**src/rtl/if_fetch_unit.sv**
```systemverilog
// Instruction-fetch stage: PC register, one-cycle synchronous ROM request,
// small instruction FIFO toward decode, and flush-on-redirect from execute.
module if_fetch_unit #(
  parameter int              XLEN      = 32,
  parameter int              ROM_AW    = 8,
  parameter logic [XLEN-1:0] RESET_PC  = '0,
  parameter int              BUF_DEPTH = 2
) (
  input  logic              clk,
  input  logic              rst_n,
  input  logic              redirect_i,
  input  logic [XLEN-1:0]   redirect_pc_i,
  output logic              rom_en_o,
  output logic [ROM_AW-1:0] rom_addr_o,
  input  logic [31:0]       rom_data_i,
  output logic [XLEN-1:0]   pc_o,
  output logic              inst_valid_o,
  input  logic              inst_ready_i,
  output logic [31:0]       inst_o,
  output logic [XLEN-1:0]   inst_pc_o,
  output logic              misalign_o
);

  localparam int PTR_W = $clog2(BUF_DEPTH);
  localparam int CNT_W = PTR_W + 1;
  localparam logic [31:0] NOP = 32'h0000_0013;

  logic [XLEN-1:0]  pc_q;
  logic             inflight_q;
  logic [XLEN-1:0]  inflight_pc_q;
  logic [CNT_W-1:0] cnt_q;
  logic [PTR_W-1:0] rd_ptr_q;
  logic [PTR_W-1:0] wr_ptr_q;
  logic             misalign_q;
  logic [31:0]      inst_mem [BUF_DEPTH];
  logic [XLEN-1:0]  pc_mem   [BUF_DEPTH];

  logic             pop;
  logic             push;
  logic             issue;
  logic [CNT_W:0]   occupancy;

  // Occupancy counts the in-flight word so the FIFO can never overflow.
  assign occupancy    = {1'b0, cnt_q} + (CNT_W + 1)'(inflight_q);
  assign inst_valid_o = rst_n & (cnt_q != '0) & !redirect_i;
  assign pop          = inst_valid_o & inst_ready_i;
  assign push         = inflight_q & !redirect_i;
  assign issue        = rst_n & !redirect_i &
                        ((occupancy < (CNT_W + 1)'(BUF_DEPTH)) | pop);

  assign rom_en_o   = issue;
  assign rom_addr_o = pc_q[ROM_AW+1:2];
  assign pc_o       = pc_q;
  assign misalign_o = misalign_q;
  assign inst_o     = (cnt_q == '0) ? NOP : inst_mem[rd_ptr_q];
  assign inst_pc_o  = (cnt_q == '0) ? '0  : pc_mem[rd_ptr_q];

  // Request stage: PC, in-flight tracking and FIFO bookkeeping.
  always_ff @(posedge clk) begin
    if (!rst_n) begin
      pc_q       <= RESET_PC;
      inflight_q <= 1'b0;
      cnt_q      <= '0;
      rd_ptr_q   <= '0;
      wr_ptr_q   <= '0;
      misalign_q <= 1'b0;
    end else if (redirect_i) begin
      pc_q       <= {redirect_pc_i[XLEN-1:2], 2'b00};
      inflight_q <= 1'b0;
      cnt_q      <= '0;
      rd_ptr_q   <= '0;
      wr_ptr_q   <= '0;
      misalign_q <= (redirect_pc_i[1:0] != 2'b00);
    end else begin
      misalign_q <= 1'b0;
      inflight_q <= issue;
      if (issue) pc_q <= pc_q + XLEN'(4);
      if (push) wr_ptr_q <= wr_ptr_q + PTR_W'(1);
      if (pop)  rd_ptr_q <= rd_ptr_q + PTR_W'(1);
      case ({push, pop})
        2'b10:   cnt_q <= cnt_q + CNT_W'(1);
        2'b01:   cnt_q <= cnt_q - CNT_W'(1);
        default: cnt_q <= cnt_q;
      endcase
    end
  end

  // Return stage: capture the ROM word alongside the PC that requested it.
  always_ff @(posedge clk) begin
    if (issue) inflight_pc_q <= pc_q;
    if (push) begin
      inst_mem[wr_ptr_q] <= rom_data_i;
      pc_mem[wr_ptr_q]   <= inflight_pc_q;
    end
  end

endmodule
```
**config.mk**
```make
export PLATFORM = sky130hd
export DESIGN_NAME = if_fetch_unit
export DESIGN_NICKNAME = d
export VERILOG_FILES = /design/src/rtl/if_fetch_unit.sv
export SDC_FILE = /design/constraint.sdc
export NUM_CORES = 1
export LEC_CHECK = 0
export BUFFER_PORTS_ARGS = -buffer_cell sky130_fd_sc_hd__clkbuf_2
export CAP_MARGIN = 15
export CORE_MARGIN = 4
export CORE_UTILIZATION = 60
export CTS_BUF_LIST = sky130_fd_sc_hd__clkbuf_8
export CTS_CLUSTER_DIAMETER = 30
export DETAILED_ROUTE_END_ITERATION = 6
export PLACE_DENSITY_LB_ADDON = 0.05
export SLEW_MARGIN = 20
export SYNTH_ARGS = -nofsm -noshare
export SYNTH_HDL_FRONTEND = slang
export SYNTH_SLANG_ARGS = --single-unit
export TNS_END_PERCENT = 5
```
**constraint.sdc**
```tcl
create_clock -name clk -period 7.79 [get_ports clk]
set_clock_uncertainty 0.05 [all_clocks]
set_input_delay 0.779 -clock clk [delete_from_list [all_inputs] [get_ports clk]]
set_output_delay 0.779 -clock clk [all_outputs]
set_load 0.02 [all_outputs]
```
==> results.ini, run 1 <==
[final_layout]
finalInstanceArea_um2 = 8910
antennaDiodeCount = 0
fillers = 853
drive_gt1_share_pct = 28.8
areaGrowthSynthToFinish_pct = 17.0
utilization_pct = 73.0
nNetsFinal = 789

[synthesis]
synth_top_cell_area_share_pct = 60.7
synth_most_common_cell = edfxtp_1
netlist_instances = 562
synth_edf_count = 154
post-synth-top-area-cell = edfxtp_1
synth_area_um2 = 7620
synthTopCellsByArea = edfxtp_1 (61%), dfxtp_1 (9.7%), mux2i_1 (8.4%), nor2_1 (4.2%), nand2_1 (1.5%)
synth_top_flop_cell = edfxtp_1
synth_seq_cells = 191
avgSynthCellArea_um2 = 13.6
synthArstFlopShare_pct = 0
synth_cell_type_count = 47
ys_warn_count = 0
yosys-top-cells-count = edfxtp_1 (154), nor2_1 (85), mux2i_1 (64)
ys_seq_area_share_pct = 70.4

[critical_path]
path_common_cell = clkbuf_2
rrSetupSlack_ns = 4.32
path_cells = clkbuf_2 > nand2b_1 > a21o_1 > clkinv_1 > buf_4 > clkbuf_2
slowest_delay_ns = 0.81
end_kind = output port
crit_required_ns = 6.96
cp_max_fo = 29
crit_type = in2out
crit_path_start_kind = input port
critPathSlowestCell = clkinv_1
crit_buf_inv = 4
r2r_start = cnt_q[0]
cp.arrival_ns = 3.82
crit_family = buffers and inverters
r2r_cells = 6
reg2reg_to = pc_o[12]

[placement]
place_area_um2 = 8550
place_congestion = 0.943
dpl.hpwl_mm = 10.5
io_buffers = 170

[clock_tree]
numCtsBuffers = 17
clk_path_buf_depth = 2
path_clk_slew_ns = 0.09
clk_root_buffer_cell = clkbuf_8
htreeDepth = 4
ctsResizeCount = 0
insertion_delay_ns = 0.45
post_cts_buffers = 0
cts_tree = built
cts_hold_buf = 0
cts_sinks = 191

[min_path]
hold_path_depth = 0
hold_class = reg2reg
hold_end = pc_mem[0][14]
hold_start = inflight_pc_q[14]

[sta]
hold_slack_ns = 0.401
final_max_slew_viol_count = 0
rsz0062_at_grt = false
relSlewSlack_pct = 29.0
fin_crit_ns = 4.65
max_freq_ghz = 0.215
finalSetupViolations = 0
fin_crit_sh_pct = 59.7
worst_slew_pin_slew_ns = 1.07
hold_violations = 0
tns_ns = 0

[routing]
drtPass1Iterations = 6
vias = 5018
vias_per_cell = 5.58
ant_nets = 0
routedWlPerCell_um = 17.2
drt_iter0_drc = 364
wirelength_mm = 15.5
drc = 0

[power]
power.density_nw_per_um2 = 211
switchingPower_uw = 426
p_leak_nw = 3.25
combinationalPowerShare_pct = 6.5
p_seq_share_pct = 61.8
ir_worst_vdd_uv = 156
p_clk_share_pct = 31.7
switching_share_pct = 22.7
internal_power_mw = 1.45

[die]
die_w_um = 121
fp.coreArea_um2 = 12200
rows = 40
dieArea_um2 = 14600
die_h_um = 121
io_pins = 175
initial_core_util_pct = 62.4

[status]
status = finished, final reports clean

[global_route]
grt_max_degree = 63
grtUsageTotal_pct = 21.6
gr-total-overflow = 0
grt_pass1_vias = 4795
grt_pass1_wl_mm = 24.4
antenna_found_initial = 0

[job]
drv_cap = 0

## how the worst max path moves through the flow
stage                          start  cells after the start  slack (ns)              to
after detailed placement  redirect_i                      6        3.22        rom_en_o
after CTS                 redirect_i                      6        3.21        rom_en_o
final                     redirect_i                      6        3.14        rom_en_o
after global placement    redirect_i                      6        3.35        rom_en_o
after floorplan           redirect_i                      6        3.01  inst_mem[0][0]
after global routing      redirect_i                      6        2.99        rom_en_o
## registers in the layout (all words and copies together) (netlist names), named ones only
register / cells
inflight_q: 1
inst_mem: 64
misalign_o: 1
pc_mem: 60
pc_o: 30
rd_ptr_q: 1
wr_ptr_q: 1
inflight_pc_q: 30
cnt_q: 2
## routing by layer
metal / share of wire, % / GRT usage, % / wire length, µm
met5: 0 / 0 / 0
met4: 2.0 / 8.71 / 303
met3: 9.4 / 5.52 / 1450
met2: 48 / 34.3 / 7440
met1: 40 / 28.7 / 6260
## area by class of cell
cell class	instances	area, µm²	area share (%)
clock inverters	15	131	1.47
multi-input cells	326	2060	23.1
inverters	9	33.8	0.379
flip-flops and latches	191	5370	60.2
well taps	168	210	2.36
clock buffers	17	234	2.62
repair buffers	174	881	9.88
## cell families after synthesis
kind of cell / Yosys count / share of synthesized area (%)
xor+xnor: 11 / 1.26
other cells: 1 / 0.0492
flops: 191 / 70.4
buf+inv: 48 / 2.99
simple gates: 177 / 10.7
fa+ha+maj: 2 / 0.328
compound gates: 66 / 5.53
mux: 66 / 8.70
## power by group through the flow
stage / combinational, mW / clock, mW / sequential (mW)
global placement: 0.119 / 0 / 1.18
CTS: 0.123 / 0.610 / 1.16
detailed placement: 0.122 / 0 / 1.19
global route: 0.133 / 0.653 / 1.17
floorplan: 0.0651 / 0 / 1.19
finish: 0.122 / 0.596 / 1.16
## placed cells by master (no fill, tap or decap), drive strengths merged, types with 3 or more instances in the layout
master and n:
clkbuf 187, edfxtp 154, nor2 85, mux2i 64
dfxtp 37, nand2 30, a21oi 16, o21ai 15
a31oi 12, inv 12, nor3 11, nand3 11
nand4 8, clkinv 8, xnor2 7, or4 7
and3 7, or3 6, a211oi 5, xor2 4
conb 4, buf 4, nor4 3, a311oi 3
o211ai 3
## worst reg2reg max path, cell delays in order (launching register included)
cell and delay (ns):
dfxtp_1 0.49, a21o_1 0.21, a21o_1 0.71, clkinv_1 0.83
nor2_1 0.67, o21ai_0 0.20, a31oi_1 0.22
## metrics by stage
stage          setup WS [ns]  power (mW)  instances
5_1_grt                 2.99        1.95        900
3_5_place_dp            3.22        1.31        868
2_1_floorplan           3.01        1.25        565
4_1_cts                 3.21        1.89        900
3_3_place_gp            3.35        1.30        868
6_report                3.14        1.88        900
Power figures use the tool's default switching activity.
==> inputs of run 2 (changes only) <==
Settings changed: CORE_UTILIZATION 60 to 56.
Clock period 7.79 ns to 4.3 ns, I/O delays scaled along.
==> results.ini, run 2 (synthesis results as in run 1) <==
[final_layout]
fillers = 979  ; was 853
nNetsFinal = 792  ; was 789
multi_input_area_um2 = 2060  ; unchanged
regMostFlops = inst_mem  ; unchanged
largest_reg_flops = 64  ; unchanged
seq_area_um2 = 5370  ; unchanged
instances_no_fill = 911  ; was 900
mostFrequentLayoutCells = clkbuf_2 (170), edfxtp_1 (154), nor2_1 (83)  ; unchanged
antennaDiodeCount = 0  ; unchanged
final_common_cell = clkbuf_2  ; unchanged
reg.largest.list = inst_mem: 64 flops, pc_mem: 60 flops  ; unchanged
areaGrowthSynthToFinish_pct = 18.6  ; was 17.0%
drive_gt1_share_pct = 29.7  ; was 28.8%

[critical_path]
cp_max_fo = 40  ; was 29
end_kind = output port  ; unchanged
crit_required_ns = 3.82  ; was 6.96 ns
rrSetupSlack_ns = 1.75  ; was 4.32 ns
crit_path_start_kind = flip-flop  ; was input port
crit_type = reg2out  ; was in2out
cp.arrival_ns = 2.32  ; was 3.82 ns

[sta]
relSlewSlack_pct = 27.1  ; was 29.0%
fin_crit_sh_pct = 65.0
hold_violations = 0  ; unchanged
rsz0062_at_grt = false  ; unchanged
finalSetupViolations = 0  ; unchanged
fin_crit_ns = 2.80
tns_ns = 0  ; unchanged
worst_slew_pin_slew_ns = 1.09  ; was 1.07 ns
final_max_slew_viol_count = 0  ; unchanged
max_freq_ghz = 0.358

[routing]
drt_iter0_drc = 449  ; was 364
drtPass1Iterations = 5  ; was 6
vias = 5061  ; was 5018
wirelength_mm = 15.8  ; was 15.5 mm
vias_per_cell = 5.56  ; was 5.58
drc = 0  ; unchanged
routedWlPerCell_um = 17.4  ; was 17.2 µm
ant_nets = 0  ; unchanged

[placement]
dpl.hpwl_mm = 10.7  ; was 10.5 mm
io_buffers = 170  ; unchanged
place_congestion = 0.886  ; was 0.943
place_inst = 879  ; was 868

[clock_tree]
ctsResizeCount = 0  ; unchanged
numCtsBuffers = 17  ; unchanged
cts_hold_buf = 0  ; unchanged
clk_path_buf_depth = 2  ; unchanged
cts_tree = built  ; unchanged
htreeDepth = 4  ; unchanged
path_clk_slew_ns = 0.09  ; about the same
cts_sinks = 191  ; unchanged
insertion_delay_ns = 0.45  ; about the same
clk_root_buffer_cell = clkbuf_8  ; unchanged
post_cts_buffers = 0  ; unchanged

[die]
fp.coreArea_um2 = 13300  ; was 12200 µm²
rows = 42  ; was 40
io_pins = 175  ; unchanged
die_w_um = 125  ; was 121 µm
die_h_um = 125  ; was 121 µm
dieArea_um2 = 15500  ; was 14600 µm²
initial_core_util_pct = 57.3  ; was 62.4%

[power]
p_leak_nw = 3.29  ; was 3.25 nW
p_total_mw = 3.59  ; was 1.88 mW
power.density_nw_per_um2 = 397  ; was 211 nW/µm²
ir_worst_vdd_uv = 242  ; was 156 µV

[global_route]
grt_pass1_vias = 4957  ; was 4795
grt_pass1_wl_mm = 25.3  ; was 24.4 mm
gr-total-overflow = 0  ; unchanged
grtUsageTotal_pct = 20.5  ; was 21.6%
antenna_found_initial = 0  ; unchanged
grt_max_degree = 63  ; unchanged

[min_path]
hold_class = in2reg  ; was reg2reg

[job]
drv_cap = 0  ; unchanged

[status]
status = finished, final reports clean  ; unchanged

## run 2: metal layers
| metal | global-route usage (%) | routed length, µm | up-vias |
|---|---|---|---|
| met5 | 0 | 0 | - |
| met4 | 7.22 | 331 | 0 |
| met3 | 6.05 | 1350 | 26 |
| met2 | 32.6 | 7510 | 241 |
| met1 | 27.2 | 6620 | 2408 |
| li1 | - | - | 2386 |
## run 2: final timing paths
| check | startpoint | end | depth (start not counted) |
|---|---|---|---|
| hold reg to reg | inflight_pc_q[28] | pc_mem[1][28] | 0 |
| setup / recovery | cnt_q[0] | inst_pc_o[7] | 4 |
| hold / removal | rom_data_i[0] | inst_mem[1][0] | 1 |
| setup reg to reg | pc_o[7] | pc_o[21] | 5 |
## run 2: metrics by stage
step / instance area (µm²) / hold WS (ns) / worst slack [ns] / utilization [%]
floorplan: 7630 / 0.371 / 0.900 / -
global placement: 8590 / 0.374 / 1.35 / 64.6
detailed placement: 8590 / 0.379 / 1.31 / 64.6
CTS: 9040 / 0.0895 / 1.41 / 68.0
global route: 9040 / 0.0749 / 1.28 / 68.0
finish: 9040 / 0.116 / 1.50 / 68.0
## run 2: where the power goes
| group | leakage, nW | switching, mW | internal [mW] |
|---|---|---|---|
| clock | 0.221 | 0.618 | 0.642 |
| combinational | 1.35 | 0.146 | 0.0802 |
| sequential | 1.72 | 0.0506 | 2.05 |
| total | 3.29 | 0.815 | 2.78 |
## run 2: area by class of cell
cell class              count  share of cell area (%)
inverters                   9                   0.374
clock inverters            15                    2.33
repair buffers            177                    10.1
multi-input cells         326                    22.7
clock buffers              17                    2.59
well taps                 176                    2.44
flip-flops and latches    191                    59.4
## run 2: critical path, cell delays in order (launching register included)
cell      delay [ns]
dfxtp_1         0.39
nor2_4          0.79
buf_4           0.41
nor2_1          0.11
clkbuf_2        0.17
==> inputs of run 3 (changes only) <==
Settings changed: CORE_UTILIZATION 56 to 50.
Clock period 4.3 ns to 2.2 ns, I/O delays scaled along.
==> results.ini, run 3 (synthesis results as in run 1) <==
[status]
status = finished, final reports clean  ; unchanged

[routing]
routedWlPerCell_um = 17.2  ; was 17.4 µm
wirelength_mm = 17.4  ; was 15.8 mm
drt_iter0_drc = 325  ; was 449
drc = 0  ; unchanged
ant_nets = 0  ; unchanged
vias_per_cell = 5.27  ; was 5.56
vias = 5310  ; was 5061
drtPass1Iterations = 5  ; unchanged

[global_route]
grtUsageTotal_pct = 20.3  ; was 20.5%
grt_max_degree = 49  ; was 63
grt_pass1_wl_mm = 27.9  ; was 25.3 mm
antenna_found_initial = 0  ; unchanged
gr-total-overflow = 0  ; unchanged
grt_pass1_vias = 5411  ; was 4957

[clock_tree]
cts_sinks = 191  ; unchanged
clk_root_buffer_cell = clkbuf_8  ; unchanged
numCtsBuffers = 17  ; unchanged
cts_tree = built  ; unchanged
clk_path_buf_depth = 2  ; unchanged
path_clk_slew_ns = 0.10  ; was 0.09 ns
insertion_delay_ns = 0.45  ; about the same
htreeDepth = 4  ; unchanged

[critical_path]
crit_required_ns = 2.50  ; was 3.82 ns
crit_type = reg2reg  ; was reg2out
crit_family = simple AND/OR/NAND/NOR gates  ; unchanged
path_cells = nand4_2 > or4_4 > or3_4 > o211a_1 > o31a_1  ; was nor2_4 > buf_4 > nor2_1 > clkbuf_2
slowest_delay_ns = 0.55  ; was 0.79 ns
end_kind = flip-flop  ; was output port
critPathSlowestCell = or4_4  ; was nor2_4
cp_max_fo = 5  ; was 40
crit_path_start_kind = flip-flop  ; unchanged
cp.arrival_ns = 2.41  ; was 2.32 ns
crit_buf_inv = 0  ; was 2

[final_layout]
drive_gt1_share_pct = 31.8  ; was 29.7%
regMostFlops = inst_mem  ; unchanged
reg.largest.list = inst_mem: 64 flops, pc_mem: 60 flops  ; unchanged
utilization_pct = 66.5  ; was 68.0%
nNetsFinal = 880  ; was 792
antennaDiodeCount = 0  ; unchanged
largest_reg_flops = 64  ; unchanged
finalInstanceArea_um2 = 9810  ; was 9040 µm²
areaGrowthSynthToFinish_pct = 28.7  ; was 18.6%
final_common_cell = clkbuf_2  ; unchanged
mostFrequentLayoutCells = clkbuf_2 (170), edfxtp_1 (154), nor2_1 (83)  ; unchanged

[die]
io_pins = 175  ; unchanged
die_h_um = 131  ; was 125 µm
dieArea_um2 = 17300  ; was 15500 µm²
fp.coreArea_um2 = 14800  ; was 13300 µm²
rows = 44  ; was 42
die_w_um = 131  ; was 125 µm
initial_core_util_pct = 51.7  ; was 57.3%

[placement]
place_area_um2 = 8910  ; was 8590 µm²
place_congestion = 0.859  ; was 0.886
dpl.hpwl_mm = 11.9  ; was 10.7 mm
io_buffers = 170  ; unchanged

[sta]
worst_slew_pin_slew_ns = 0.700  ; was 1.09 ns
finalSetupViolations = 0  ; unchanged
max_freq_ghz = 0.474
final_max_slew_viol_count = 0  ; unchanged
fin_crit_ns = 2.11
fin_crit_sh_pct = 96.0
hold_violations = 0  ; unchanged
relSlewSlack_pct = 53.2  ; was 27.1%
rsz0062_at_grt = true  ; was false

[min_path]
hold_class = in2reg  ; unchanged

[job]
drv_cap = 0  ; unchanged

[power]
p_seq_share_pct = 59.4  ; was 58.6%
switchingPower_mw = 1.68  ; was 815 µW
power.density_nw_per_um2 = 700  ; was 397 nW/µm²
switching_share_pct = 24.4  ; was 22.7%
p_leak_nw = 3.67  ; was 3.29 nW
combinationalPowerShare_pct = 8.6  ; was 6.3%
ir_worst_vdd_uv = 466  ; was 242 µV
p_clk_share_pct = 32.0  ; was 35.1%
internal_power_mw = 5.19  ; was 2.78 mW

-- run 3: cell type report --
class / instances / area [µm²]
Clock buffer: 17 / 234
Inverter: 9 / 33.8
Multi-Input combinational cell: 326 / 2060
Fill cell: 1139 / 4940
Sequential cell: 191 / 5370
Tap cell: 184 / 230
Timing Repair Buffer: 265 / 1730
Clock inverter: 15 / 148
-- run 3: path summary, 6_finish.rpt --
kind | startpoint | to | slack [ns] | cells after the start
setup / recovery | pc_o[9] | pc_o[21] | 0.09 | 5
hold / removal | redirect_pc_i[5] | pc_o[5] | 0.03 | 3
setup reg to reg | pc_o[9] | pc_o[21] | 0.09 | 5
hold reg to reg | inflight_pc_q[4] | pc_mem[1][4] | 0.40 | 0
-- run 3: power groups by stage --
| stage | logic [mW] | registers (mW) | clock network [mW] |
|---|---|---|---|
| 2_1_floorplan | 0.235 | 4.20 | 0 |
| 3_5_place_dp | 0.521 | 4.16 | 0 |
| 6_report | 0.591 | 4.08 | 2.20 |
| 5_1_grt | 0.639 | 4.10 | 2.41 |
| 3_3_place_gp | 0.511 | 4.16 | 0 |
| 4_1_cts | 0.591 | 4.08 | 2.27 |
-- run 3: metrics by stage --
stage	total power [mW]	setup slack, ns	hold WS, ns	instances	TNS [ns]
floorplan	4.44	-0.132	0.269	565	-0.430
global placement	4.67	0.108	0.360	924	0
detailed placement	4.69	0.0627	0.364	924	0
CTS	6.95	0.0174	0.00158	1005	0
global route	7.15	-0.00737	0.0139	1007	-0.00737
finish	6.87	0.0884	0.0314	1007	0
-- run 3: routing by layer --
| layer | vias to the layer above | GRT usage (%) | share of wire (%) | wire length [µm] |
|---|---|---|---|---|
| li1 | 2567 | - | - | - |
| met1 | 2539 | 26.1 | 42 | 7290 |
| met2 | 189 | 34.5 | 50 | 8730 |
| met3 | 15 | 4.24 | 6.3 | 1090 |
| met4 | 0 | 6.94 | 1.3 | 231 |
| met5 | - | 0 | 0 | 0 |
-- run 3: what timing repair did --
item	in CTS	in global routing
resized for setup	0	5
setup endpoints to repair	0	38
hold buffers	49	0
hold endpoints to repair	80	0
setup buffers	0	2
-- run 3: worst register-to-register path, cell delays in order (launching register included) --
cell and delay [ns]:
dfxtp_1 0.37, nand4_2 0.14, or4_4 0.55, or3_4 0.42
o211a_1 0.22, o31a_1 0.28
